<file path="src/rtl/c17_response_compactor.sv">
`default_nettype none
// +-----------------------------------------------------------------------------
// | c17_response_compactor: MISR compaction of c17 outputs with golden compare.
// | Rev 1.0
// +-----------------------------------------------------------------------------
module c17_response_compactor #(
  parameter int unsigned       SIG_W        = 16,
  parameter logic [SIG_W-1:0]  POLY         = 16'h1021,
  parameter logic [SIG_W-1:0]  SEED         = 16'h0000,
  parameter int unsigned       NUM_PATTERNS = 32,
  parameter int unsigned       CNT_W        = 8
) (
  input  logic             clk,
  input  logic             rst_n,
  input  logic             start,
  input  logic             abort,
  input  logic [SIG_W-1:0] golden_sig,
  input  logic             in_valid,
  input  logic [1:0]       in_data,
  output logic             in_ready,
  output logic             busy,
  output logic             done,
  output logic             pass,
  output logic             fail,
  output logic [SIG_W-1:0] signature,
  output logic [CNT_W-1:0] pattern_count
);

  localparam logic [1:0]       c_IDLE  = 2'd0;
  localparam logic [1:0]       c_RUN   = 2'd1;
  localparam logic [1:0]       c_CHECK = 2'd2;
  localparam logic [CNT_W-1:0] c_LAST  = CNT_W'(NUM_PATTERNS - 1);

  logic [1:0]       r_state;
  logic [1:0]       w_state_next;
  logic [SIG_W-1:0] r_misr;
  logic [SIG_W-1:0] r_golden;
  logic [CNT_W-1:0] r_count;
  logic             r_done;
  logic             r_pass;
  logic             r_fail;
  logic [SIG_W-1:0] w_misr_next;
  logic             w_xfer;

  assign w_xfer      = (r_state == c_RUN) && in_valid;
  assign w_misr_next = {r_misr[SIG_W-2:0], 1'b0}
                     ^ (r_misr[SIG_W-1] ? POLY : '0)
                     ^ {{(SIG_W-2){1'b0}}, in_data};

  always_ff @(posedge clk or negedge rst_n) begin
    if (!rst_n) begin
      r_state <= c_IDLE;
    end else begin
      r_state <= w_state_next;
    end
  end

  always_comb begin
    w_state_next = r_state;
    if (abort) begin
      w_state_next = c_IDLE;
    end else begin
      case (r_state)
        c_IDLE:  if (start) w_state_next = c_RUN;
        c_RUN:   if (w_xfer && (r_count == c_LAST)) w_state_next = c_CHECK;
        c_CHECK: w_state_next = c_IDLE;
        default: w_state_next = c_IDLE;
      endcase
    end
  end

  always_comb begin
    in_ready = 1'b0;
    busy     = 1'b0;
    case (r_state)
      c_RUN: begin
        in_ready = 1'b1;
        busy     = 1'b1;
      end
      c_CHECK: busy = 1'b1;
      default: ;
    endcase
  end

  // Datapath: abort freezes MISR and count but still clears the verdict.
  always_ff @(posedge clk or negedge rst_n) begin
    if (!rst_n) begin
      r_misr   <= SEED;
      r_golden <= '0;
      r_count  <= '0;
      r_done   <= 1'b0;
      r_pass   <= 1'b0;
      r_fail   <= 1'b0;
    end else begin
      r_done <= 1'b0;
      if (abort) begin
        r_pass <= 1'b0;
        r_fail <= 1'b0;
      end else begin
        case (r_state)
          c_IDLE: if (start) begin
            r_misr   <= SEED;
            r_count  <= '0;
            r_golden <= golden_sig;
            r_pass   <= 1'b0;
            r_fail   <= 1'b0;
          end
          c_RUN: if (w_xfer) begin
            r_misr  <= w_misr_next;
            r_count <= r_count + 1'b1;
          end
          c_CHECK: begin
            r_pass <= (r_misr == r_golden);
            r_fail <= (r_misr != r_golden);
            r_done <= 1'b1;
          end
          default: ;
        endcase
      end
    end
  end

  assign done          = r_done;
  assign pass          = r_pass;
  assign fail          = r_fail;
  assign signature     = r_misr;
  assign pattern_count = r_count;

endmodule
`default_nettype wire

</file>
<file path="config.mk">
export PLATFORM = sky130hd
export DESIGN_NAME = c17_response_compactor
export DESIGN_NICKNAME = d
export VERILOG_FILES = /design/src/rtl/c17_response_compactor.sv
export SDC_FILE = /design/constraint.sdc
export NUM_CORES = 1
export LEC_CHECK = 0
export ABC_AREA = 1
export ABC_CLOCK_PERIOD_IN_PS = 2600
export CAP_MARGIN = 20
export CORE_MARGIN = 1.5
export CORE_UTILIZATION = 45
export CTS_CLUSTER_DIAMETER = 40
export DETAILED_ROUTE_END_ITERATION = 8
export PLACE_DENSITY_LB_ADDON = 0.2
export SLEW_MARGIN = 20
export SYNTH_ARGS = -nofsm -noshare
export SYNTH_HDL_FRONTEND = slang
export SYNTH_SLANG_ARGS = --single-unit
</file>
<file path="constraint.sdc">
create_clock -name clk -period 2.6 [get_ports clk]
set_input_delay 0.52 -clock clk [delete_from_list [all_inputs] [get_ports clk]]
set_output_delay 0.52 -clock clk [all_outputs]
set_load 0.01 [all_outputs]
</file>
==> flow_summary.ini, run 1 <==
[critical_path]
r2r-end = pattern_count[6]$_DFFE_PN0P_
arrival_ns = 1.69
rrSetupSlack_ns = 0.80
crit_fanout = 9
worst-setup-path-type = reg2out
startpoint = r_state[1]$_DFFE_PN0P_
crit_end = in_ready
reg2reg_depth = 9
worstPathRequired_ns = 2.08
cp-end-kind = primary output
critPathLaunchType = register
r2r_start = r_state[0]$_DFFE_PN0P_

[floorplan]
core_area_mm2 = 0.004848
rows = 25
fp.dieH_um = 74.78
start_util_pct = 47.82
die_area_mm2 = 0.005592
top_level_ports = 52
die_x_um = 74.78

[finish]
drive_gt1_share_pct = 7.536
antenna_cells = 0
mostFrequentLayoutCells = nand2_1, clkdlybuf4s50_1, inv_1, dfrtp_1, nor2_1
final_nets = 373
layout_commonest_cell = nand2_1
area_delta_synth_final_pct = 26.88

[route]
antenna_left = 0
wl_per_cell_um = 11.68
drt_pre_antenna_iters = 4
route.detailed.drc = 0
drtIter0Drc = 101
via_per_inst = 4.750
routed_wl_um = 4811
vias = 1957

[timing]
min_period_ns = 2.206
setup_viol = 0
fmax_mhz = 453.3
final_max_slew_viol_count = 0
rsz0062_at_grt = no
tightest_slew_ns = 0.4191
final.setup.worst_slack_ns = 0.3941
hold_viol_final = 0
final.setup.tns_ns = 0
skew_ns = 0.006509
finalCritPeriodShare_pct = 84.84
max-slew-margin-rel_pct = 72.06

[logic_synthesis]
synthesis.area_mm2 = 0.002318
postSynthCellCount = 293
synth_nets = 321
yosysWarnings = 0
syn_avg_cell_area_um2 = 7.913
synth_top_area_share_pct = 48.57
ys_ff_latch = 45
synth_edf_count = 0
synth_cell_types = 28
synth_ff_type = dfrtp_1
synth_seq_area_share_pct = 48.57
async_reset_ff_share_pct = 100.0
ys_top_cells_by_area = dfrtp_1, nand2_1, inv_1, nor2_1, a21oi_1
synth_top_cell_by_area = dfrtp_1

[global_routing]
grt_pass1_vias = 1799
antenna_found_initial = 0
grt_first_pass_wirelength_um = 8238
gr-total-overflow = 0
grt_max_degree = 35
grt.total_usage_pct = 19.51

[placed_design]
routabilityCongestion = 0.8604
place_hpwl_um = 3555
place.port_buffers = 51
dp_slack_ns = 0.5019

[clocking]
cts_hold_buffers = 0
cts_buffer_depth = 2
cts-buffers-inserted = 5
post_cts_buffers = 0
clock_latency_ns = 0.30
cts_root_buf = clkbuf_8
cts_tree = yes
htree_num_levels = 2
cts_resized = 0
path_clk_slew_ns = 0.08
cts.sinks = 45

[power]
vdd_drop_max_mv = 0.3154
total_power_mw = 1.923
p_per_area_mw_per_mm2 = 653.6
p_leak_nw = 1.390

[worst_hold_path]
hold_class = in2async

[flow_run]
drv_cap = 0

[run_status]
status = completed
==> area by class of cell <==
type	count	area (um^2)
tap	67	83.83
inverter	49	188.9
timing repair buffer	54	528.0
multi-input combinational	190	928.4
sequential	45	1126
clock buffer	7	86.33
fill	444	1907
==> how the worst min path moves through the flow <==
stage / startpoint / to / slack (ns) / cells after the start
3_5_place_dp: rst_n / r_golden[4]$_DFFE_PN0P_ / 0.42 / 1
5_1_grt: rst_n / r_golden[4]$_DFFE_PN0P_ / 0.10 / 1
6_report: rst_n / r_golden[1]$_DFFE_PN0P_ / 0.09 / 1
4_1_cts: rst_n / r_golden[2]$_DFFE_PN0P_ / 0.1 / 1
2_1_floorplan: rst_n / done$_DFF_PN0_ / 0.22 / 0
3_3_place_gp: rst_n / r_golden[4]$_DFFE_PN0P_ / 0.42 / 1
==> flip-flops by register name, indices dropped and copies added (netlist names) <==
| register | cells |
|---|---|
| r_state | 2 |
| done | 1 |
| pattern_count | 8 |
| pass | 1 |
| signature | 16 |
| r_golden | 16 |
| fail | 1 |
==> worst max-delay path, cell delays in order (launching register included) <==
cell	delay, ns
dfrtp_1	0.38
inv_1	0.12
ha_1	0.16
buf_4	0.18
clkdlybuf4s50_1	0.55
==> per-stage QoR <==
stage	util [%]	hold WS, ns	std cells	instance area (um^2)
after floorplan	-	0.2244	293	2318
after global routing	60.67	0.1020	412	2942
final	60.67	0.09319	412	2942
after detailed placement	58.89	0.4217	405	2855
after global placement	58.89	0.4202	405	2855
after CTS	60.67	0.09504	412	2942
==> logic make-up after synthesis <==
| group | synth area share, % |
|---|---|
| adders and majority gates | 2.698 |
| AOI/OAI and AO/OA | 13.17 |
| DFF | 48.57 |
| and+or+nand+nor | 23.04 |
| buffers and inverters | 11.39 |
| xor gates and xnor gates | 1.134 |
==> cells in the mapped netlist (2+ instances only) <==
| cell | count |
|---|---|
| inv_1 | 45 |
| ha_1 | 5 |
| o21ai_0 | 2 |
| nand2_2 | 4 |
| nor2_1 | 37 |
| xnor2_1 | 2 |
| dfrtp_1 | 45 |
| buf_2 | 2 |
| nand2_1 | 76 |
| nand3_1 | 10 |
| buf_4 | 2 |
| buf_6 | 4 |
| a31o_2 | 2 |
| inv_2 | 3 |
| a21oi_1 | 23 |
| o211ai_2 | 2 |
| o21ai_1 | 4 |
| nor3_1 | 3 |
| o22ai_1 | 13 |
==> routing by layer <==
layer	global-route usage, %	share of wire [%]	wire length, um
met5	0	0	0
met4	5.455	1.3	61
met3	4.016	4.4	213
met2	29.27	44	2101
met1	28.80	51	2435
==> where the power goes <==
| group | switching (mW) | internal, mW |
|---|---|---|
| registers | 0.0947 | 0.810 |
| logic | 0.324 | 0.256 |
| clock network | 0.227 | 0.211 |
| total | 0.645 | 1.28 |
Power figures use the tool's default switching activity.
==> inputs of run 2 (changes only) <==
ABC_CLOCK_PERIOD_IN_PS = 2260   (was 2600)
clock period = 2.26 ns   (was 2.6 ns; I/O delays follow)
==> flow_summary.ini, run 2 (same netlist as run 1, synthesis figures left out) <==
[global_routing]
grt.total_usage_pct = 20.23
grt_first_pass_wirelength_um = 8473
antenna_found_initial = 0
gr-total-overflow = 0
grt_pass1_vias = 1947
grt_max_degree = 46

[timing]
setup_viol = 0
final.setup.tns_ns = 0
final.setup.worst_slack_ns = 0.1715
fmax_mhz = 478.8
finalCritPeriodShare_pct = 92.41
final_max_slew_viol_count = 0
skew_ns = 0.008215
hold_viol_final = 0
min_period_ns = 2.088
rsz0062_at_grt = no
max-slew-margin-rel_pct = 62.57
tightest_slew_ns = 0.5614

[placed_design]
placed_cell_area_mm2 = 0.002855
place.port_buffers = 51
dp_slack_ns = 0.2440
place_hpwl_um = 3506
routabilityCongestion = 0.8290
placedCellCount = 405

[route]
routed_wl_um = 4784
drt_pre_antenna_iters = 4
wl_per_cell_um = 11.61
via_per_inst = 4.833
drtIter0Drc = 96
route.detailed.drc = 0
antenna_left = 0
vias = 1991

[finish]
mostFrequentLayoutCells = nand2_1, clkdlybuf4s50_1, inv_1, dfrtp_1, nor2_1
drive_gt1_share_pct = 7.536
area_delta_synth_final_pct = 26.88
fill_cells = 442
final_area_mm2 = 0.002942
layout_commonest_cell = nand2_1
antenna_cells = 0
final_nets = 373
fin_cells = 412

[floorplan]
start_util_pct = 47.82
top_level_ports = 52
rows = 25
core_area_mm2 = 0.004848
fp.dieH_um = 74.78
die_x_um = 74.78
die_area_mm2 = 0.005592

[critical_path]
cp-end-kind = primary output
critPathLaunchType = register
worst-setup-path-type = reg2out
worstPathRequired_ns = 1.81
reg2reg_depth = 9
arrival_ns = 1.64
crit_fanout = 4

[run_status]
status = completed

[clocking]
cts_hold_buffers = 0
cts_root_buf = clkbuf_8
cts_tree = yes
cts-buffers-inserted = 5
htree_num_levels = 2
cts.sinks = 45
clock_latency_ns = 0.30
cts_resized = 0
path_clk_slew_ns = 0.08
post_cts_buffers = 0
cts_buffer_depth = 2

[power]
p_leak_nw = 1.390
total_power_mw = 2.207
vdd_drop_max_mv = 0.4878
p_per_area_mw_per_mm2 = 750.2

[worst_hold_path]
hold_class = in2async

[flow_run]
drv_cap = 0
-- run 2: stage by stage --
stage          util (%)  hold WS (ns)
2_1_floorplan         -        0.1564
3_3_place_gp      58.89        0.4753
3_5_place_dp      58.89        0.4703
4_1_cts           60.67        0.2444
5_1_grt           60.67        0.2698
6_report          60.67        0.2221
-- run 2: layout make-up --
cell class / instances / area [um^2] / share of cell area (%)
timing repair buffer: 54 / 528.0 / 17.95
inverter: 49 / 188.9 / 6.423
clock buffer: 7 / 86.33 / 2.935
tap: 67 / 83.83 / 2.850
multi-input combinational: 190 / 928.4 / 31.56
sequential: 45 / 1126 / 38.28
-- run 2: where the power goes --
part	total [mW]	internal (mW)	switching (mW)
Sequential	1.04	0.932	0.106
Combinational	0.668	0.295	0.373
Clock	0.500	0.243	0.258
Total	2.21	1.47	0.737
-- run 2: final timing paths --
kind                                   startpoint                      endpoint  slack (ns)
setup / recovery           r_state[1]$_DFFE_PN0P_                      in_ready        0.17
hold / removal                              rst_n       r_golden[6]$_DFFE_PN0P_        0.22
setup reg to reg           r_state[1]$_DFFE_PN0P_  pattern_count[6]$_DFFE_PN0P_        0.38
hold reg to reg                  fail$_DFFE_PN0P_              fail$_DFFE_PN0P_        0.49
max in group asynchronous                   rst_n  pattern_count[7]$_DFFE_PN0P_        1.66
min in group clk                 fail$_DFFE_PN0P_              fail$_DFFE_PN0P_        0.49
-- run 2: worst max-delay path, stage by stage, from the launching register on --
cell	delay (ns)
dfrtp_1	0.38
inv_1	0.11
ha_1	0.27
clkdlybuf4s50_1	0.57
-- run 2: metal layers --
layer  track usage [%]  vias to the layer above  routed length [um]
met5                 0                        -                   0
met4             7.273                        0                  77
met3             4.150                        6                 188
met2             31.75                       46                2139
met1             28.03                      920                2378
li1                  -                     1019                   -
